==> config.mk <==
export PLATFORM = sky130hd
export DESIGN_NAME = seq_detector_param
export DESIGN_NICKNAME = d
export VERILOG_FILES = /design/src/rtl/seq_detector_param.sv
export SDC_FILE = /design/constraint.sdc
export NUM_CORES = 1
export LEC_CHECK = 0
export CAP_MARGIN = 20
export CORE_MARGIN = 3
export CORE_UTILIZATION = 45
export DETAILED_ROUTE_END_ITERATION = 10
export HOLD_SLACK_MARGIN = 0.15
export PLACE_DENSITY = 0.69
export REMOVE_ABC_BUFFERS = 1
export SLEW_MARGIN = 20
export SYNTH_ARGS = -nofsm -noshare
export SYNTH_HDL_FRONTEND = slang
export SYNTH_SLANG_ARGS = --single-unit
==> constraint.sdc <==
create_clock -name clk -period 2.4 [get_ports clk]
set_clock_uncertainty 0.05 [all_clocks]
set_input_delay 0.6 -clock clk [delete_from_list [all_inputs] [get_ports clk]]
set_output_delay 0.6 -clock clk [all_outputs]
set_load 0.02 [all_outputs]
==> src/rtl/seq_detector_param.sv <==
// seq_detector_param
// Serial pattern detector with a runtime-loadable W-bit pattern (MSB oldest),
// selectable overlapping / non-overlapping detection, an in_valid qualifier
// for gapped streams, and a saturating match counter.
module seq_detector_param #(
  parameter int              W               = 4,
  parameter int              CNT_W           = 8,
  parameter logic [W-1:0]    DEFAULT_PATTERN = 4'b1011
) (
  input  logic             clk,
  input  logic             rst,
  input  logic             in_valid,
  input  logic             in_bit,
  input  logic             cfg_load,
  input  logic [W-1:0]     cfg_pattern,
  input  logic             cfg_overlap,
  input  logic             clr_count,
  output logic             match,
  output logic [CNT_W-1:0] match_count,
  output logic             armed
);

  localparam int             FW        = $clog2(W + 1);
  localparam logic [FW-1:0]  FILL_FULL = FW'(W);

  localparam logic [0:0] FILL  = 1'b0;
  localparam logic [0:0] ARMED = 1'b1;

  logic [0:0]       state_q, state_n;
  logic [W-1:0]     hist_q, hist_n;
  logic [FW-1:0]    fill_q, fill_n;
  logic [W-1:0]     pattern_q, pattern_n;
  logic             overlap_q, overlap_n;
  logic [CNT_W-1:0] count_q, count_n;
  logic             match_q;
  logic             hit;

  logic [W-1:0]     shifted;
  logic [FW-1:0]    fill_inc;

  // Candidate history / fill for an accepted bit.
  always_comb begin
    shifted  = {hist_q[W-2:0], in_bit};
    fill_inc = (fill_q == FILL_FULL) ? FILL_FULL : fill_q + 1'b1;
  end

  // Next-state logic: cfg_load outranks in_valid; idle cycles hold everything.
  always_comb begin
    hist_n    = hist_q;
    fill_n    = fill_q;
    pattern_n = pattern_q;
    overlap_n = overlap_q;
    hit       = 1'b0;

    if (cfg_load) begin
      pattern_n = cfg_pattern;
      overlap_n = cfg_overlap;
      hist_n    = '0;
      fill_n    = '0;
    end else if (in_valid) begin
      hit = (fill_inc == FILL_FULL) && (shifted == pattern_q);
      if (hit && !overlap_q) begin
        // Non-overlapping: the completed match consumes the whole history.
        hist_n = '0;
        fill_n = '0;
      end else begin
        hist_n = shifted;
        fill_n = fill_inc;
      end
    end
  end

  // FSM tracks whether the history is full; derived from the next fill level.
  always_comb begin
    state_n = (fill_n == FILL_FULL) ? ARMED : FILL;
  end

  // Saturating counter; a clear in the same cycle as a hit wins.
  always_comb begin
    count_n = count_q;
    if (clr_count) begin
      count_n = '0;
    end else if (hit && (count_q != '1)) begin
      count_n = count_q + 1'b1;
    end
  end

  // State registers, asynchronously reset.
  always_ff @(posedge clk or posedge rst) begin
    if (rst) begin
      state_q   <= FILL;
      hist_q    <= '0;
      fill_q    <= '0;
      pattern_q <= DEFAULT_PATTERN;
      overlap_q <= 1'b1;
      count_q   <= '0;
      match_q   <= 1'b0;
    end else begin
      state_q   <= state_n;
      hist_q    <= hist_n;
      fill_q    <= fill_n;
      pattern_q <= pattern_n;
      overlap_q <= overlap_n;
      count_q   <= count_n;
      match_q   <= hit;
    end
  end

  assign match       = match_q;
  assign match_count = count_q;
  assign armed       = (state_q == ARMED);

endmodule
== Word level (Yosys, flattened, before mapping) ==
Index checks and enable logic that the tools add are counted.

* Register bits after elaboration: 21
* Bits in latches: 0
* RAM bits: 0
* Memory bits (read-only): 0
* Input port bits: 11
* Output and inout port bits: 10
* Logic and storage cells: 32
* Memories kept: 0

* Add/subtract/negate cells: 2
* $mul: 0
* Div/mod/pow operators: 0
* Magnitude comparators: 0
* Equality and inequality tests: 5
* Shifts and indexed selects: 0
* Mux-type cells: 12
* Bitwise logic cells: 0
* Reductions and logical operators: 6

{| class="wikitable"
|+ Operators with widths
! kind !! count
|-
| $mux W3 || 7
|-
| $mux W8 || 2
|-
| $eq A3 B3 Y1 const B || 3
|-
| $add A8 B1 Y8 const B || 1
|-
| $ne A8 B8 Y1 const B || 1
|-
| $eq A4 B4 Y1 || 1
|-
| $reduce_bool A2 Y1 || 2
|-
| $add A3 B1 Y3 const B || 1
|-
| $logic_and A1 B1 Y1 || 3
|-
| $mux W1 || 3
|-
| $logic_not A1 Y1 || 1
|}

== Logic depth before layout (Yosys ltp) ==
Gate-level depths: netlist of the first run.

* Depth after elaboration: 10
* Mapped depth: 8
* Gate-level depth less buffers: 7

== Worst setup path before layout of the first run ==
No wires, ideal clock.

* Path kind: flip-flop to flip-flop
* From: register fill_q[0]
* To: register count_q[5] (netlist: match_count[5])
* Library setup time: 0.078 ns
* Arrival: 1.923 ns
* Required time: 2.272 ns
* Setup slack: 0.350 ns
* Cell stages (with the launch flop): 8
* Period minus slack after synthesis: 2.050 ns
* Cells stage by stage: dfrtp_1 inv_1 ha_1 nand2b_1 a21oi_1 nand4_4 or4_1 a21oi_1

* Word-level cells in the longest chain between the ends: 8
* Elaborated cells on any way between the ends: 9
* Those cells by class: add/sub: 1; eq/ne: 2; mux: 3; reduce/logical: 3

{| class="wikitable"
|+ Ends and longest elaborated chain
! item !! RTL line !! RTL
|-
| from (decl) || 31 || <nowiki>logic [FW-1:0] fill_q, fill_n;</nowiki>
|-
| from (signal assigned) || 101 || <nowiki>fill_q <= fill_n;</nowiki>
|-
| $add A3 B1 Y3 or $eq A3 B3 Y1 (tied branches) || 44 || <nowiki>fill_inc = (fill_q == FILL_FULL) ? FILL_FULL : fill_q + 1'b1;</nowiki>
|-
| $mux W3 (*) || 44 ||
|-
| $eq A3 B3 Y1 (*) || 61 || <nowiki>hit = (fill_inc == FILL_FULL) && (shifted == pattern_q);</nowiki>
|-
| $logic_and A1 B1 Y1 (*) || 61 ||
|-
| $mux W1 (*) || 60 || <nowiki>end else if (in_valid) begin</nowiki>
|-
| $mux W1 (*) || 55 || <nowiki>if (cfg_load) begin</nowiki>
|-
| $logic_and A1 B1 Y1 (*) || 83 || <nowiki>end else if (hit && (count_q != '1)) begin</nowiki>
|-
| $reduce_bool A2 Y1 (no source line) (*) || -- ||
|-
| to (signal assigned) || 104 || <nowiki>count_q <= count_n;</nowiki>
|-
| to (decl) || 34 || <nowiki>logic [CNT_W-1:0] count_q, count_n;</nowiki>
|}

Every way passes the cells marked *; elsewhere a longest branch is shown, timed or not.
A chain may end at the register's enable or synchronous reset.

== Worst setup path after layout of the first run ==
* From: register fill_q[0]
* To: register hist_q[2]

* Word-level cells in the longest chain between the ends: 8
* Elaborated cells on any way between the ends: 9
* Those cells by class: add/sub: 1; eq/ne: 2; mux: 4; reduce/logical: 2

{| class="wikitable"
|+ Ends and longest elaborated chain
! item !! RTL line !! RTL
|-
| $add A3 B1 Y3 or $eq A3 B3 Y1 (tied branches) || 44 ||
|-
| $mux W3 (*) || 44 ||
|-
| $eq A3 B3 Y1 (*) || 61 ||
|-
| $logic_and A1 B1 Y1 (*) || 61 ||
|-
| $logic_and A1 B1 Y1 (*) || 62 || <nowiki>if (hit && !overlap_q) begin</nowiki>
|-
| $mux W3 (*) || 62 ||
|-
| $mux W3 (*) || 60 ||
|-
| $mux W3 (*) || 55 ||
|-
| to (signal assigned) || 100 || <nowiki>hist_q <= hist_n;</nowiki>
|-
| to (decl) || 30 || <nowiki>logic [W-1:0] hist_q, hist_n;</nowiki>
|}

Every way passes the cells marked *; elsewhere a longest branch is shown, timed or not. The select of a mux whose other input is x is not followed.

==> results of run 1 <==
sequential cells by signal (all words and copies together) (netlist names):
| register | flops |
|---|---|
| overlap_q | 1 |
| armed | 1 |
| pattern_q | 4 |
| match | 1 |
| hist_q | 3 |
| fill_q | 3 |
| match_count | 8 |
critical path: stages, from the launching register on:
cell	delay, ps
dfrtp_1	420
inv_1	80
ha_1	300
nand2b_1	140
a21oi_1	360
nand3b_1	140
or3_1	380
a32o_1	290
layout by cell type, fill, tap and decap left out, types with 2 or more instances in the layout:
master,n
nand2_1,3
nand3_1,6
nand2b_1,3
clkdlybuf4s50_1,20
mux2_2,5
inv_1,5
nor2_1,4
ha_1,3
and4_1,2
a21oi_1,8
dfrtp_1,17
dfstp_2,4
buf_4,10
or3_1,4
a32o_1,3
o21ai_0,3
clkbuf_4,3
xor2_1,5
cells by family after synthesis:
family / after synthesis / synth area share
fa+ha+maj: 3 / 0.03522
compound gates: 19 / 0.1162
flops: 21 / 0.4977
mux: 6 / 0.06220
xor+xnor: 5 / 0.04108
buf+inv: 8 / 0.03169
simple gates: 33 / 0.2160
stage by stage:
| stage | power (W) | setup slack, ps | cell area (sq um) | setup TNS (ps) |
|---|---|---|---|---|
| finish | 0.0006286 | 129.2 | 1386 | 0 |
| detailed placement | 0.0004717 | -30.47 | 1360 | -47.61 |
| global placement | 0.0004677 | 67.23 | 1360 | 0 |
| floorplan | 0.0004286 | 349.8 | 1051 | 0 |
| CTS | 0.0006423 | 128.0 | 1386 | 0 |
| global route | 0.0006708 | 29.14 | 1386 | 0 |
power groups by stage:
stage	Combinational (W)	Sequential [W]	Clock (W)
2_1_floorplan	0.0000428	0.000386	0
3_3_place_gp	0.0000801	0.000388	0
3_5_place_dp	0.0000831	0.000389	0
4_1_cts	0.0000833	0.000382	0.000177
5_1_grt	0.0000907	0.000384	0.000196
6_report	0.0000819	0.000382	0.000165
routing by layer:
metal  vias up  global-route usage  part of all wire
met5         -                   0                 0
met4         0             0.06639             0.011
met3         4             0.03270             0.041
met2        24              0.3228              0.52
met1       414              0.2037              0.43
li1        411                   -                 -
area by class of cell:
class	instances	area, sq um
tap	27	33.78
fill	185	715.7
timing repair buffer	30	275.3
inverter	5	18.77
clock buffer	4	26.28
sequential	21	530.5
multi-input combinational	66	501.7
final timing paths:
path	cells past startpoint	endpoint	slack, ps
min in group asynchronous	3	match_count[1]	570
hold reg to reg	1	hist_q[0]	500
hold / removal	1	hist_q[0]	500
max in group asynchronous	3	pattern_q[1]	1460
setup / recovery	7	hist_q[2]	130
setup reg to reg	7	hist_q[2]	130
==> results.md, run 1 <==
- Of the total power, the share spent switching nets is 0.2330.
- The clock drives 21 sinks.
- The tree is rooted in a clkbuf_4.
- The share of power burned in combinational logic is 0.130.
- For the worst setup path, the data required time is 2540 ps.
- Yosys mapped the design onto 35 distinct sky130hd cell types.
- The number of synthesized flops with an enable pin is 0.
- The maximum buffer depth of the clock tree is 2.
- The count of buffers added by post-CTS timing repair for setup is 0.
- Final hold analysis gives a worst-case slack of 502.2 ps.
- The number of pins exceeding their max-slew limit in the final report is 0.
- Setup violations remaining at the end of the flow were counted as 0.
- The effective utilization at floorplan is 0.5071.
- The leakage power summed over all cells is 0.5925 nW.
- The internal portion of the total power is 0.0004822 W.
- The area growth from synthesis to layout is 30.05%.
- The placed wire-length estimate is 1754 microns.
- The kind of critical path is reg2reg.
- The overflow left after global routing is 0.
- For this design, the CTS-stage hold fixing added 0 buffers.
- The number of detailed-routing iterations run before antenna repair is 4.
- For the pin with the worst max-slew slack, the measured transition is 401.6 ps.
- The share of total power dissipated in the clock network is 0.263.
- The commonest cells after synthesis are dfrtp_1 (17), a21oi_1 (8), nand3_1 (6).
- The CTS tree is done.
- The number of flip-flops and latches in the synthesized netlist is 21.
- In the synthesized netlist, the number of instances is 95.
- Tracing the worst setup path back leads to its startpoint at fill_q[0].
- The number of I/O pins is 21.
- The net switching power of the design is 0.0001464 W.
- During synthesis, Yosys emitted a total of 0 warnings.
- The worst vdd rail ir drop is 352.2 uV.
- The antenna diode count is 0.
- The clock latency on the worst-skew pair is 290 ps.
- The proportion of netlist area held by the largest area contributor is 0.3991.
- The critical path startpoint category is a flip-flop.
- Dividing the detail-routed wire length by the instance count gives 14.13 microns.
- Across all layers, the routed design uses 853 vias.
- The number of rows created at floorplan is 16.
- Across the run, the number of max-cap violations was 0.
- Of the total power, registers draw 0.607.
- The die span in x is 54.67 microns.
- The maximum clock frequency is 0.4404 GHz.
- For this run, asynchronously set or reset flops after synthesis account for 1.000.
- The worst min-delay path startpoint is hist_q[0].
- The number of global-route vias before repair is 895.
- The number of antenna violations at the first check in global routing is 0.
- The relative slew slack is 0.7323.
- The chip height is 54.67 microns.
- After synthesis, the mean cell area works out to 11.22 sq um.
- The first global-routing pass estimated 3726 microns of wire.
- The floorplan step defined a core boundary enclosing 0.002102 sq mm.
- The most used flip-flop cell after synthesis is dfrtp_1.
- In this run the cell area of the synthesized design comes to 0.001066 sq mm.
- The fraction of the core area covered by cells at the end of the flow is 0.6595.
- The remaining number of nets flagged by the antenna check after routing is 0.
- Of the synthesized area, sequential elements account for 0.4977.
- The pin count of the biggest net entering global routing is 22.
- The clock transition at the register clock pins on the worst setup and hold paths after CTS is 110 ps.
- The count of cells resized by post-cts repair is 0.
- The via-per-instance ratio is 5.575.
- Dividing the final minimum period by the clock period gives 0.9462.
- The first routing iteration left 17 violations.
- In the routed design, unresolved DRC markers number 0.
- Dividing total power by cell area gives a power density of 453.4 mW/mm^2.
- STA classifies the critical path endpoint as a flip-flop.
- Excluding fillers, the count of instances in the completed layout stands at 153.
- Subtracting the final worst setup slack from the clock period gives 2271 ps.
- The run finished with clean final reports.
- The congestion estimate from routability-driven global placement came to 0.7609.
- Setup repair after global routing left no endpoint under its margin.
- The synthesized design spends more area on one cell type than any other, namely dfrtp_1.
- The largest driver fanout on the critical path is 4.
- CTS built an H-tree with a depth of 1.
- By area the synthesized netlist is led by dfrtp_1 (40%), dfstp_2 (9.9%), mux2_2 (5.3%).
- The reg-to-reg startpoint is fill_q[0].
- The worst endpoint data arrival time is 2410 ps.
- The most numerous cell in the Yosys netlist is dfrtp_1.
- The aggregate global-route resource usage is 0.1780.
- The worst min-delay path class is reg2reg.
- The die covers 0.002989 sq mm.
- The final hold violation count came to 0.
- The number of instances in the placed design is 149.
- In this run the tool buffered the top-level ports with 20 buffer cells.
- The fraction of final layout cells sized beyond drive strength 1 is 0.2143.
- The aggregate routed wire length is 2162 microns.
- The final net count is 141.
- The number of clock buffers added by TritonCTS is 3.
(Power assumes the default switching activity.)
==> inputs of run 2 (changes only) <==
Settings changed: CELL_PAD_IN_SITES_DETAIL_PLACEMENT set to 1, CELL_PAD_IN_SITES_GLOBAL_PLACEMENT set to 2, CORE_UTILIZATION 45 to 32, PLACE_DENSITY 0.69 to 0.75.
==> run 2 against run 1 <==
  * Total power increased by 1.7%
  * Wire length increased by 6.0%
  * Count of clock-buffer cells in the layout decreased by 1
  * Maximum frequency increased by 1.3%
  * Critical endpoint is now hist_q[0]
  * Largest cell class unchanged
  * Highest routed layer unchanged
==> results.md, run 2 (same netlist as run 1, synthesis figures left out) <==
- The final net count is 138 (-2.1%).
- The standard cell area after detailed placement is 0.001359 sq mm (about the same).
- The critical path startpoint category is a flip-flop.
- The chip height is 63.72 microns (+17%).
- The fraction of final layout cells sized beyond drive strength 1 came to 0.2033 (-0.01103).
- The count of max-cap constraint violations was 0 (unchanged).
- The critical path in this run is classified as reg2reg.
- The die span in x is 63.72 microns (+17%).
- The CTS tree is done.
- The CTS buffer count came to 3 (unchanged).
- The maximum buffer depth of the clock tree is 2 (unchanged).
- The antenna diode count was 0 (unchanged).
- The combined flip-flop and latch cell area is 530.5 sq um (unchanged).
- The net switching power of the design is 0.0001602 W (+9.4%).
- The maximum clock frequency is 0.4459 GHz (+1.3%).
- The number of detailed-routing iterations run before antenna repair is 2 (-2).
- Setup repair after global routing left no endpoint under its margin.
- The wire length per cell is 13.72 microns (-2.9%).
- The clock transition at the register clock pins on the worst setup and hold paths after CTS is 120 ps (about the same).
- The flip-flop count of the largest register, all copies and words added is 8 (unchanged).
- The count of buffers added by post-CTS timing repair for setup is 0 (unchanged).
- The number of pins exceeding their max-slew limit in the final report came to 0 (unchanged).
- The fraction of the core area covered by cells at the end of the flow was 0.4468 (-0.2128).
- The number of buffer cells added on primary ports is 20 (unchanged).
- The proportion of total power due to net switching is 0.2507 (+0.01772).
- The worst register-to-register path ends at hist_q[0].
- The effective utilization at floorplan is 0.3435 (-0.1636).
- The number of failing setup endpoints in the final timing report was 0 (unchanged).
- The critical path data required time is 2560 ps (+20 ps).
- The relative area change from synthesis to final layout is 30.05% (unchanged).
- The initial detailed-routing violation count is 18 (+1).
- The clock period minus worst slack came to 2242 ps (-28.34 ps).
- The combined area of the multi-input logic cells is 501.7 sq um (unchanged).
- The number of cell instances on the worst register-to-register path is 7 (unchanged).
- The largest driver fanout on the critical path is 4 (unchanged).
- The overflow left after global routing is 0 (unchanged).
- The count of cells resized by post-cts repair is 0 (unchanged).
- The number of DRC violations after detailed routing is 0 (unchanged).
- The share of power burned in combinational logic is 0.127 (-0.003).
- The CTS H-tree depth is 1 (unchanged).
- The top cell types in the final layout, fill and taps aside, are clkdlybuf4s50_1 (20), dfrtp_1 (17), a21oi_1 (8), buf_4 (7), nand3_1 (6).
- The startpoint identified for the worst register-to-register timing path is fill_q[0].
- The via-per-instance ratio is 4.988 (-11%).
- The number of inserted filler cells in the final layout came to 377 (+100%).
- The pin count of the biggest net entering global routing is 22 (unchanged).
- The remaining number of nets flagged by the antenna check after routing is 0 (unchanged).
- The post-route clock period utilization was 0.9344 (-0.01181).
- The hold slack is 482.3 ps (-19.81 ps).
- The final hold violation count is 0 (unchanged).
- The library cell used most frequently in the layout, excluding fill and tap cells, is clkdlybuf4s50_1.
- The leakage power summed over all cells was 0.5809 nW (-2.0%).
- The first-pass GRT wire length came to 4050 microns (+8.7%).
- The number of antenna violations at the first check in global routing came to 0 (unchanged).
- The total non-filler cell area in the finished layout was 0.001386 sq mm (unchanged).
- The placed wire-length estimate was 1752 microns (about the same).
- In this run the worst hold path is classified as reg2reg.
- The post-route total power is 0.0006392 W (+1.7%).
- The sequential share of power is 0.598 (-0.009).
- The aggregate global-route resource usage is 0.1308 (-0.04722).
- The number of I/O pins is 21 (unchanged).
- The share of total power in the clock network is 0.275 (+0.012).
- The floorplan die area is 0.004060 sq mm (+36%).
- The power density over cell area came to 461.0 mW/mm^2 (+1.7%).
- The total number of clock tree sinks is 21 (unchanged).
- The transition time at the pin with the least slew margin is 360.6 ps (-41.03 ps).
- The path with the worst hold slack has its endpoint at hist_q[2].
- The tree is rooted in a clkbuf_4.
- The aggregate routed wire length is 2291 microns (+6.0%).
- The worst min-delay path startpoint is hist_q[2].
- The internal power is 0.0004789 W (-0.67%).
- The hold-critical path depth came to 1 (unchanged).
- The run finished with clean final reports.
- The via count of the routed design is 833 (-2.3%).
- The global placer's final weighted congestion came to 0.8069 (+6.0%).
- The kind of end point of the critical path is a flip-flop.
- The number of rows created at floorplan is 20 (+4).
- The worst vdd rail ir drop is 311.9 uV (-11%).
- The flop-to-flop setup slack was 160 ps (+30 ps).
- The placeable core region came to 0.003103 sq mm (+48%).
- The worst endpoint data arrival time is 2400 ps (about the same).
- The number of global-route vias before repair is 866 (-3.2%).
- The clock latency on the worst-skew pair was 310 ps (+20 ps).
- The quantity of hold-fixing buffers added after cts was 0 (unchanged).
- The relative slew slack is 0.7596 (+0.02736).
run 2: changes by cell type in the layout (fill, tap and decap cells not counted):
cell      before  now
buf_4         10    7
clkbuf_1       1    0
clkinv_2       0    1
run 2: per-layer routing:
layer / vias to the layer above / GRT usage / wire length [microns] / part of all wire
li1: 401 / - / - / -
met1: 415 / 0.1704 / 1107 / 0.48
met2: 13 / 0.2034 / 1063 / 0.46
met3: 4 / 0.03922 / 84 / 0.037
met4: 0 / 0.04852 / 35 / 0.015
met5: - / 0 / 0 / 0
run 2: through the flow:
step / TNS, ps / cells / worst slack, ps
after floorplan: 0 / 92 / 349.8
after global placement: 0 / 163 / 15.55
after detailed placement: -27.28 / 163 / -15.14
after CTS: 0 / 167 / 150.9
after global routing: 0 / 167 / 20.88
final: 0 / 167 / 157.5
run 2: area by class of cell:
| cell class | count | share of cell area |
|---|---|---|
| repair buffers | 27 | 0.1823 |
| clock buffers | 3 | 0.01625 |
| multi-input cells | 66 | 0.3619 |
| clock inverters | 1 | 0.003610 |
| well taps | 44 | 0.03971 |
| flip-flops and latches | 21 | 0.3827 |
| inverters | 5 | 0.01354 |
run 2: worst max path at each step:
stage	start	end	slack, ps	cells after the start
6_report	fill_q[0]	hist_q[0]	160	7
5_1_grt	fill_q[0]	hist_q[0]	20	7
4_1_cts	fill_q[0]	hist_q[0]	150	7
3_5_place_dp	in_valid	match_count[4]	-20	7
3_3_place_gp	in_valid	match_count[4]	20	7
2_1_floorplan	fill_q[0]	match_count[5]	350	7
run 2: worst max-delay path, cell delays in order (launching register included):
cell and delay (ps):
dfrtp_1 420, inv_1 70, ha_1 300, nand2b_1 160
a21oi_1 330, nand3b_1 150, or3_1 370, a32o_1 280
run 2: power by group through the flow:
| stage | Sequential, W | Combinational (W) | Clock [W] |
|---|---|---|---|
| 4_1_cts | 0.000383 | 0.0000831 | 0.000184 |
| 6_report | 0.000382 | 0.0000811 | 0.000176 |
| 3_5_place_dp | 0.000389 | 0.0000826 | 0 |
| 3_3_place_gp | 0.000388 | 0.0000801 | 0 |
| 2_1_floorplan | 0.000386 | 0.0000428 | 0 |
| 5_1_grt | 0.000385 | 0.0000901 | 0.000204 |
